**src/rtl/vga_frame_monitor.sv**
```systemverilog
// ---------------------------------------------------------------------------
// vga_frame_monitor
//
// Passive monitor for a VGA-style pixel stream. It recovers the pixel
// coordinates from the HS/VS falling edges, measures line length and lines per
// frame, and locks once a complete frame with the expected timing has been
// seen. While locked it forwards active pixels with their coordinates and
// flags blanking that disagrees with the recovered raster position.
//
// Optional feature: define VGA_MON_CRC_EN to build a CRC-16-CCITT
// (poly 0x1021, init 0xFFFF, MSB first) over the 24-bit {R,G,B} of every
// forwarded pixel. The CRC is latched into frame_crc at each VS edge. Without
// the macro there is no CRC logic and frame_crc is tied to 0.
//
// Ports
//   clk            system clock, rising edge
//   reset          synchronous, active-high
//   VGA_R/G/B      8-bit pixel colour
//   VGA_HS/VGA_VS  active-low syncs
//   VGA_BLANK_n    high during active video
//   pix_x/pix_y    recovered coordinates of the forwarded sample
//   pix_valid      sample is active video while locked
//   pix_rgb        {R,G,B} of the forwarded sample
//   locked         FSM is in LOCKED
//   frame_done     one-cycle pulse at each VS edge outside SEEK
//   line_len       clk cycles between the last two HS edges (saturating)
//   frame_lines    HS edges between the last two VS edges (saturating)
//   frame_crc      CRC of the last completed frame (0 without the macro)
//   err_hlen       sticky: line length mismatch while measuring/locked
//   err_vlen       sticky: frame line-count mismatch while measuring/locked
//   err_blank      sticky: BLANK_n disagreed with raster position while locked
//   dbg_state_o    current FSM state (0 SEEK, 1 MEASURE, 2 LOCKED)
//
// Latency: inputs are registered once (S1); every pixel output is registered
// from the S1 sample, so outputs appear two clocks after the input sample.
// ---------------------------------------------------------------------------
module vga_frame_monitor #(
    parameter int HTOTAL_EXP  = 1600,
    parameter int VTOTAL_EXP  = 525,
    parameter int HACTIVE     = 1280,
    parameter int VACTIVE     = 480,
    parameter int HSYNC_START = 1312,
    parameter int VSYNC_START = 490
) (
    input  logic        clk,
    input  logic        reset,
    input  logic [7:0]  VGA_R,
    input  logic [7:0]  VGA_G,
    input  logic [7:0]  VGA_B,
    input  logic        VGA_HS,
    input  logic        VGA_VS,
    input  logic        VGA_BLANK_n,
    output logic [10:0] pix_x,
    output logic [9:0]  pix_y,
    output logic        pix_valid,
    output logic [23:0] pix_rgb,
    output logic        locked,
    output logic        frame_done,
    output logic [10:0] line_len,
    output logic [9:0]  frame_lines,
    output logic [15:0] frame_crc,
    output logic        err_hlen,
    output logic        err_vlen,
    output logic        err_blank,
    output logic [1:0]  dbg_state_o
);

    typedef enum logic [1:0] {
        SEEK    = 2'd0,
        MEASURE = 2'd1,
        LOCKED  = 2'd2
    } state_e;

    localparam logic [10:0] X_LAST = 11'(HTOTAL_EXP - 1);
    localparam logic [10:0] X_SYNC = 11'(HSYNC_START);
    localparam logic [10:0] X_ACT  = 11'(HACTIVE);
    localparam logic [10:0] H_EXP  = 11'(HTOTAL_EXP);
    localparam logic [9:0]  Y_LAST = 10'(VTOTAL_EXP - 1);
    localparam logic [9:0]  Y_SYNC = 10'(VSYNC_START);
    localparam logic [9:0]  Y_ACT  = 10'(VACTIVE);
    localparam logic [9:0]  V_EXP  = 10'(VTOTAL_EXP);

    // S1 input register
    logic [23:0] rgb_s1_q;
    logic        hs_s1_q, vs_s1_q, blank_s1_q;
    logic        hs_prev_q, vs_prev_q;

    // raster and measurement state
    logic [10:0] x_q, x_d;
    logic [9:0]  y_q, y_d;
    logic [10:0] hcnt_q, hcnt_d;
    logic [9:0]  lines_q, lines_d;
    logic        have_hs_q, have_hs_d;
    state_e      state_q, state_d;

    // output registers
    logic [10:0] pix_x_q, line_len_q, line_len_d;
    logic [9:0]  pix_y_q, frame_lines_q, frame_lines_d;
    logic [23:0] pix_rgb_q;
    logic        pix_valid_q, frame_done_q, frame_done_d;
    logic        err_hlen_q, err_hlen_d;
    logic        err_vlen_q, err_vlen_d;
    logic        err_blank_q, err_blank_d;

    // datapath decode of the S1 sample
    logic        hs_edge, vs_edge, x_wrap;
    logic [10:0] interval;
    logic [9:0]  lines_now;
    logic        hlen_bad, vlen_bad, blank_exp, valid_now;

    assign hs_edge = hs_prev_q & ~hs_s1_q;
    assign vs_edge = vs_prev_q & ~vs_s1_q;
    assign x_wrap  = (x_q == X_LAST);

    // An HS edge reloads x; only a plain increment past X_LAST is a wrap.
    assign x_d = hs_edge ? X_SYNC : (x_wrap ? 11'd0 : x_q + 11'd1);

    always_comb begin
        y_d = y_q;
        if (vs_edge) begin
            y_d = Y_SYNC;
        end else if (!hs_edge && x_wrap) begin
            y_d = (y_q == Y_LAST) ? 10'd0 : y_q + 10'd1;
        end
    end

    // Cycles since the last HS edge; interval is the length ending at this sample.
    assign interval  = (hcnt_q == 11'h7FF) ? 11'h7FF : hcnt_q + 11'd1;
    assign hcnt_d    = hs_edge ? 11'd0 : interval;
    assign have_hs_d = have_hs_q | hs_edge;
    assign hlen_bad  = hs_edge && have_hs_q && (interval != H_EXP);

    // An HS edge coincident with a VS edge belongs to the frame being closed.
    assign lines_now = hs_edge ? ((lines_q == 10'h3FF) ? 10'h3FF : lines_q + 10'd1)
                               : lines_q;
    assign lines_d   = vs_edge ? 10'd0 : lines_now;
    assign vlen_bad  = vs_edge && (lines_now != V_EXP);

    assign blank_exp = (x_d < X_ACT) && (y_d < Y_ACT);
    assign valid_now = (state_q == LOCKED) && blank_s1_q;

    always_comb begin
        state_d       = state_q;
        err_hlen_d    = err_hlen_q;
        err_vlen_d    = err_vlen_q;
        err_blank_d   = err_blank_q;
        frame_done_d  = 1'b0;
        frame_lines_d = frame_lines_q;
        line_len_d    = line_len_q;

        if (hs_edge && have_hs_q) begin
            line_len_d = interval;
        end

        case (state_q)
            SEEK: begin
                if (vs_edge) begin
                    state_d = MEASURE;
                end
            end
            MEASURE, LOCKED: begin
                frame_done_d = vs_edge;
                if (vs_edge) begin
                    frame_lines_d = lines_now;
                end
                if (hlen_bad) begin
                    err_hlen_d = 1'b1;
                end
                if (vlen_bad) begin
                    err_vlen_d = 1'b1;
                end
                if (hlen_bad || vlen_bad) begin
                    state_d = SEEK;
                end else if (vs_edge) begin
                    state_d = LOCKED;
                end
                if ((state_q == LOCKED) && (blank_s1_q != blank_exp)) begin
                    err_blank_d = 1'b1;
                end
            end
            default: state_d = SEEK;
        endcase
    end

    always_ff @(posedge clk) begin
        if (reset) begin
            rgb_s1_q      <= '0;
            hs_s1_q       <= 1'b0;
            vs_s1_q       <= 1'b0;
            blank_s1_q    <= 1'b0;
            hs_prev_q     <= 1'b0;
            vs_prev_q     <= 1'b0;
            x_q           <= '0;
            y_q           <= '0;
            hcnt_q        <= '0;
            lines_q       <= '0;
            have_hs_q     <= 1'b0;
            state_q       <= SEEK;
            pix_x_q       <= '0;
            pix_y_q       <= '0;
            pix_rgb_q     <= '0;
            pix_valid_q   <= 1'b0;
            frame_done_q  <= 1'b0;
            line_len_q    <= '0;
            frame_lines_q <= '0;
            err_hlen_q    <= 1'b0;
            err_vlen_q    <= 1'b0;
            err_blank_q   <= 1'b0;
        end else begin
            rgb_s1_q      <= {VGA_R, VGA_G, VGA_B};
            hs_s1_q       <= VGA_HS;
            vs_s1_q       <= VGA_VS;
            blank_s1_q    <= VGA_BLANK_n;
            hs_prev_q     <= hs_s1_q;
            vs_prev_q     <= vs_s1_q;
            x_q           <= x_d;
            y_q           <= y_d;
            hcnt_q        <= hcnt_d;
            lines_q       <= lines_d;
            have_hs_q     <= have_hs_d;
            state_q       <= state_d;
            pix_x_q       <= x_d;
            pix_y_q       <= y_d;
            pix_rgb_q     <= rgb_s1_q;
            pix_valid_q   <= valid_now;
            frame_done_q  <= frame_done_d;
            line_len_q    <= line_len_d;
            frame_lines_q <= frame_lines_d;
            err_hlen_q    <= err_hlen_d;
            err_vlen_q    <= err_vlen_d;
            err_blank_q   <= err_blank_d;
        end
    end

`ifdef VGA_MON_CRC_EN
    function automatic logic [15:0] crc16_step24(input logic [15:0] crc_in,
                                                 input logic [23:0] data);
        logic [15:0] c;
        c = crc_in;
        for (int i = 23; i >= 0; i--) begin
            if (c[15] ^ data[i]) begin
                c = {c[14:0], 1'b0} ^ 16'h1021;
            end else begin
                c = {c[14:0], 1'b0};
            end
        end
        return c;
    endfunction

    logic [15:0] crc_acc_q, crc_acc_d, crc_upd;
    logic [15:0] frame_crc_q, frame_crc_d;

    // The closing sample is folded in before the latch; the accumulator restarts
    // at every VS edge so each latched value covers exactly one frame.
    assign crc_upd     = valid_now ? crc16_step24(crc_acc_q, rgb_s1_q) : crc_acc_q;
    assign crc_acc_d   = vs_edge ? 16'hFFFF : crc_upd;
    assign frame_crc_d = frame_done_d ? crc_upd : frame_crc_q;

    always_ff @(posedge clk) begin
        if (reset) begin
            crc_acc_q   <= 16'hFFFF;
            frame_crc_q <= '0;
        end else begin
            crc_acc_q   <= crc_acc_d;
            frame_crc_q <= frame_crc_d;
        end
    end

    assign frame_crc = frame_crc_q;
`else
    assign frame_crc = 16'h0000;
`endif

    assign pix_x       = pix_x_q;
    assign pix_y       = pix_y_q;
    assign pix_valid   = pix_valid_q;
    assign pix_rgb     = pix_rgb_q;
    assign locked      = (state_q == LOCKED);
    assign frame_done  = frame_done_q;
    assign line_len    = line_len_q;
    assign frame_lines = frame_lines_q;
    assign err_hlen    = err_hlen_q;
    assign err_vlen    = err_vlen_q;
    assign err_blank   = err_blank_q;
    assign dbg_state_o = state_q;

endmodule
```
**config.mk**
```make
export PLATFORM = sky130hd
export DESIGN_NAME = vga_frame_monitor
export DESIGN_NICKNAME = d
export VERILOG_FILES = /design/src/rtl/vga_frame_monitor.sv
export SDC_FILE = /design/constraint.sdc
export NUM_CORES = 1
export LEC_CHECK = 0
export BUFFER_PORTS_ARGS = -buffer_cell sky130_fd_sc_hd__buf_4
export CAP_MARGIN = 10
export CORE_MARGIN = 2
export CORE_UTILIZATION = 45
export CTS_CLUSTER_SIZE = 24
export DETAILED_ROUTE_END_ITERATION = 12
export PLACE_DENSITY = 0.75
export SLEW_MARGIN = 20
export SYNTH_ARGS = -nofsm -noshare
export SYNTH_HDL_FRONTEND = slang
export SYNTH_SLANG_ARGS = --single-unit
```
**constraint.sdc**
```tcl
create_clock -name clk -period 4.6 [get_ports clk]
set_input_delay 0.23 -clock clk [delete_from_list [all_inputs] [get_ports clk]]
set_output_delay 0.23 -clock clk [all_outputs]
set_load 0.02 [all_outputs]
```
==> impl_metrics.yaml <==
run_status:
  status: "complete, no violations"
logic_synthesis:
  synth_edf_count: 0
  synth.most_common_cell: "dfxtp_1"
  synth_area_leaders: "dfxtp_1 49%, nor2_1 7.2%, nor2b_1 7.1%"
  synthCells: 550
  netlist_top_cells_count: "124 x dfxtp_1, 97 x nor2_1, 57 x nor2b_1"
  synth_top_area_cell: "dfxtp_1"
  yosysUniqueCellTypes: 62
  syn_area_per_cell_sq_um: 9.16
  synth_ff_type: "dfxtp_1"
  yosysTopAreaCellShare_pct: 49.3
  yosysWarnings: 0
  yosysSeqAreaShare_pct: 49.3
  netlist_area_sq_um: 5040
  ys_async_sr_fraction_pct: 0
  synth-seq-cells: 124
die:
  io_pins: 119
  die_height_microns: 110
  start_util_pct: 46.3
  dieArea_sq_um: 12100
  coreArea_sq_um: 10900
  die_w_microns: 110
  std_cell_rows: 38
power_and_ir_drop:
  p_clk_share_pct: 49.1
  p_sw_share_pct: 24.3
  leakage_nw: 2.76
  vdd_drop_max_mv: 0.251
  p_switching_uw: 619
  p_int_mw: 1.93
  seq_power_share_pct: 44.3
  p_per_area_nw_per_um2: 387
  pwr-share-comb_pct: 6.6
timing:
  worst_pin_slew_ps: 928
  slew_headroom_pct: 37.6
  rsz0062_at_grt: "no"
  fin_crit_ps: 2580
  setup-violations-final: 0
  hold_violations: 0
  finalSetupTns_ps: 0
  fmax_ghz: 0.387
  fin_ws_ps: 2020
  post-route-period-util_pct: 56.2
  slew_violations: 0
  finalClockSkew_ps: 9.77
cells_and_area:
  n_antenna_cell: 0
  post-route-util_pct: 60.5
  area_delta_synth_final_pct: 30.7
  drive_above_1_share_pct: 22.2
  fin_nets: 700
critical_path:
  critPathKind: "flop to flop"
  cpMaxStageDelayCell: "nor2b_1"
  endpoint: "err_vlen"
  cp.required_ps: 5000
  path_cells: "nor2b_1 -> and2_1 -> o211a_1 -> o2111ai_1 -> a2111oi_1 -> nor2_1 -> o21ba_1"
  cp.arrival_ps: 2980
  crit_fanout: 11
  crit_path_end_kind: "flop"
  critPathLaunchType: "flop"
  rr_endpoint: "err_vlen"
  reg2reg_depth: 7
  cpPeakStageDelay_ps: 640
  regToRegStartpoint: "hs_prev_q"
  cp-startpoint: "hs_prev_q"
  rrSetupSlack_ps: 2020
placement:
  pre_cts_slack_ps: 2110
  hpwl_microns: 7310
  place.gp.congestion: 0.908
  port_buffers: 102
clock_tree:
  cts-buffers-inserted: 17
  worstSkewPairLatency_ps: 510
  cts.sinks: 124
  cts-root-buf: "clkbuf_8"
  cts_tree: "done"
  cts_setup_buffers: 0
  cts_max_level: 4
  clockBufferDepth: 2
  clk_pin_slew_ps: 60
route:
  drc_errors: 0
  vias: 4141
  vias_per_cell: 5.07
  routed.top_layer: "met4"
  drt-initial-drc-count: 187
  wirelength_microns: 11200
  dr_wl_met3_microns: 478
  dr.pass1.iters: 7
  met1_length_microns: 4910
  antenna_left: 0
  wl_met2_microns: 5650
  wl_per_cell_microns: 13.7
global_route:
  grt_start_max_net_pins: 97
  grt_usage_pct: 18.7
  grt_pass1_vias: 3710
  grt_pass1_wl_microns: 17500
  antenna_found_initial: 0
  grt.overflow.total: 0
worst_hold_path:
  min-delay-path-class: "input pin to flop"
flow_run:
  maxCapViolations: 0
## state kept, by name, summed over array words and instances (netlist names), 2 cells and up
name / cells
rgb_s1_q: 24
dbg_state_o: 2
line_len: 11
hcnt_q: 11
pix_rgb: 24
pix_x: 11
frame_lines: 10
lines_q: 10
pix_y: 10
## power groups by stage
stage               logic [mW]  registers (mW)  clock network [mW]
floorplan               0.0849            1.17                   0
global placement         0.147            1.15                   0
detailed placement       0.149            1.15                   0
CTS                      0.169            1.13                1.28
global route             0.183            1.13                1.33
finish                   0.169            1.13                1.25
## how the worst min path moves through the flow
stage	from	to	slack (ps)	depth (start not counted)
floorplan	VGA_BLANK_n	blank_s1_q	360	1
global placement	rgb_s1_q[4]	pix_rgb[4]	420	1
detailed placement	rgb_s1_q[18]	pix_rgb[18]	420	1
CTS	reset	pix_y[1]	320	2
global route	reset	err_hlen	350	2
finish	reset	err_hlen	330	2
## cells by family (layout without fill, tap and decap cells)
group           count (synthesis)  count (layout)  synth area share [%]
xor+xnor                       19              19                  3.30
simple gates                  260             260                  27.4
mux                             6               6                  1.22
buf+inv                        58             169                  6.21
flops                         124             124                  49.3
other cells                     1              16                0.0744
fa+ha+maj                       8               8                  1.99
compound gates                 74              74                  10.5
## metrics by stage
stage / area [sq um] / instances / power [mW] / hold WS (ps)
finish: 6590 / 816 / 2.55 / 330
global route: 6590 / 816 / 2.64 / 351
CTS: 6590 / 816 / 2.57 / 316
detailed placement: 5750 / 757 / 1.30 / 422
global placement: 5750 / 757 / 1.30 / 417
floorplan: 5090 / 565 / 1.25 / 358
## final cells by class
| type | instances | area, sq um |
|---|---|---|
| clock buffer | 18 | 428 |
| clock inverter | 14 | 135 |
| fill | 929 | 4300 |
| inverter | 8 | 30.0 |
| multi-input combinational | 383 | 2300 |
| sequential | 124 | 2480 |
| tap | 140 | 175 |
| timing repair buffer | 129 | 1040 |
## what timing repair did
| item | CTS | global route |
|---|---|---|
| hold buffers | 27 | 0 |
| resized for setup | 0 | 0 |
| endpoints found under the hold margin | 27 | 0 |
## layer usage
metal	up-vias	global-route usage, %
li1	2077	-
met1	1928	23.2
met2	122	31.0
met3	14	4.74
met4	0	7.50
met5	-	0
## cell usage in the layout, fill, tap and decap left out, drive strengths merged, types with 2 or more instances in the layout
cell type and count:
o21ai 4, buf 102, a21oi 21, and3 6, nand2 19, clkinvlp 3
and4 4, nor3 11, clkinv 4, a211o 2, xnor2 10, clkbuf 18
ha 8, inv 14, mux2i 5, nand4 12, a31oi 5, dlygate4sd3 27
a2111oi 2, nor4 7, or3 3, nor2b 57, xor2 9, a311oi 3
a221oi 2, and2 5, o31a 5, dfxtp 124, a211oi 17, nor2 98
nor3b 3, nand2b 5, conb 16, nand3 21, o2111ai 2, or2 2
o21bai 2
## worst max-delay path, delay by kind of cell (launching register included)
family / cells / cell delay (ps)
flip-flops: 1 / 360
AND/OR/NAND/NOR: 3 / 1120
AO/OA/AOI/OAI: 4 / 980
(Power assumes the default switching activity.)
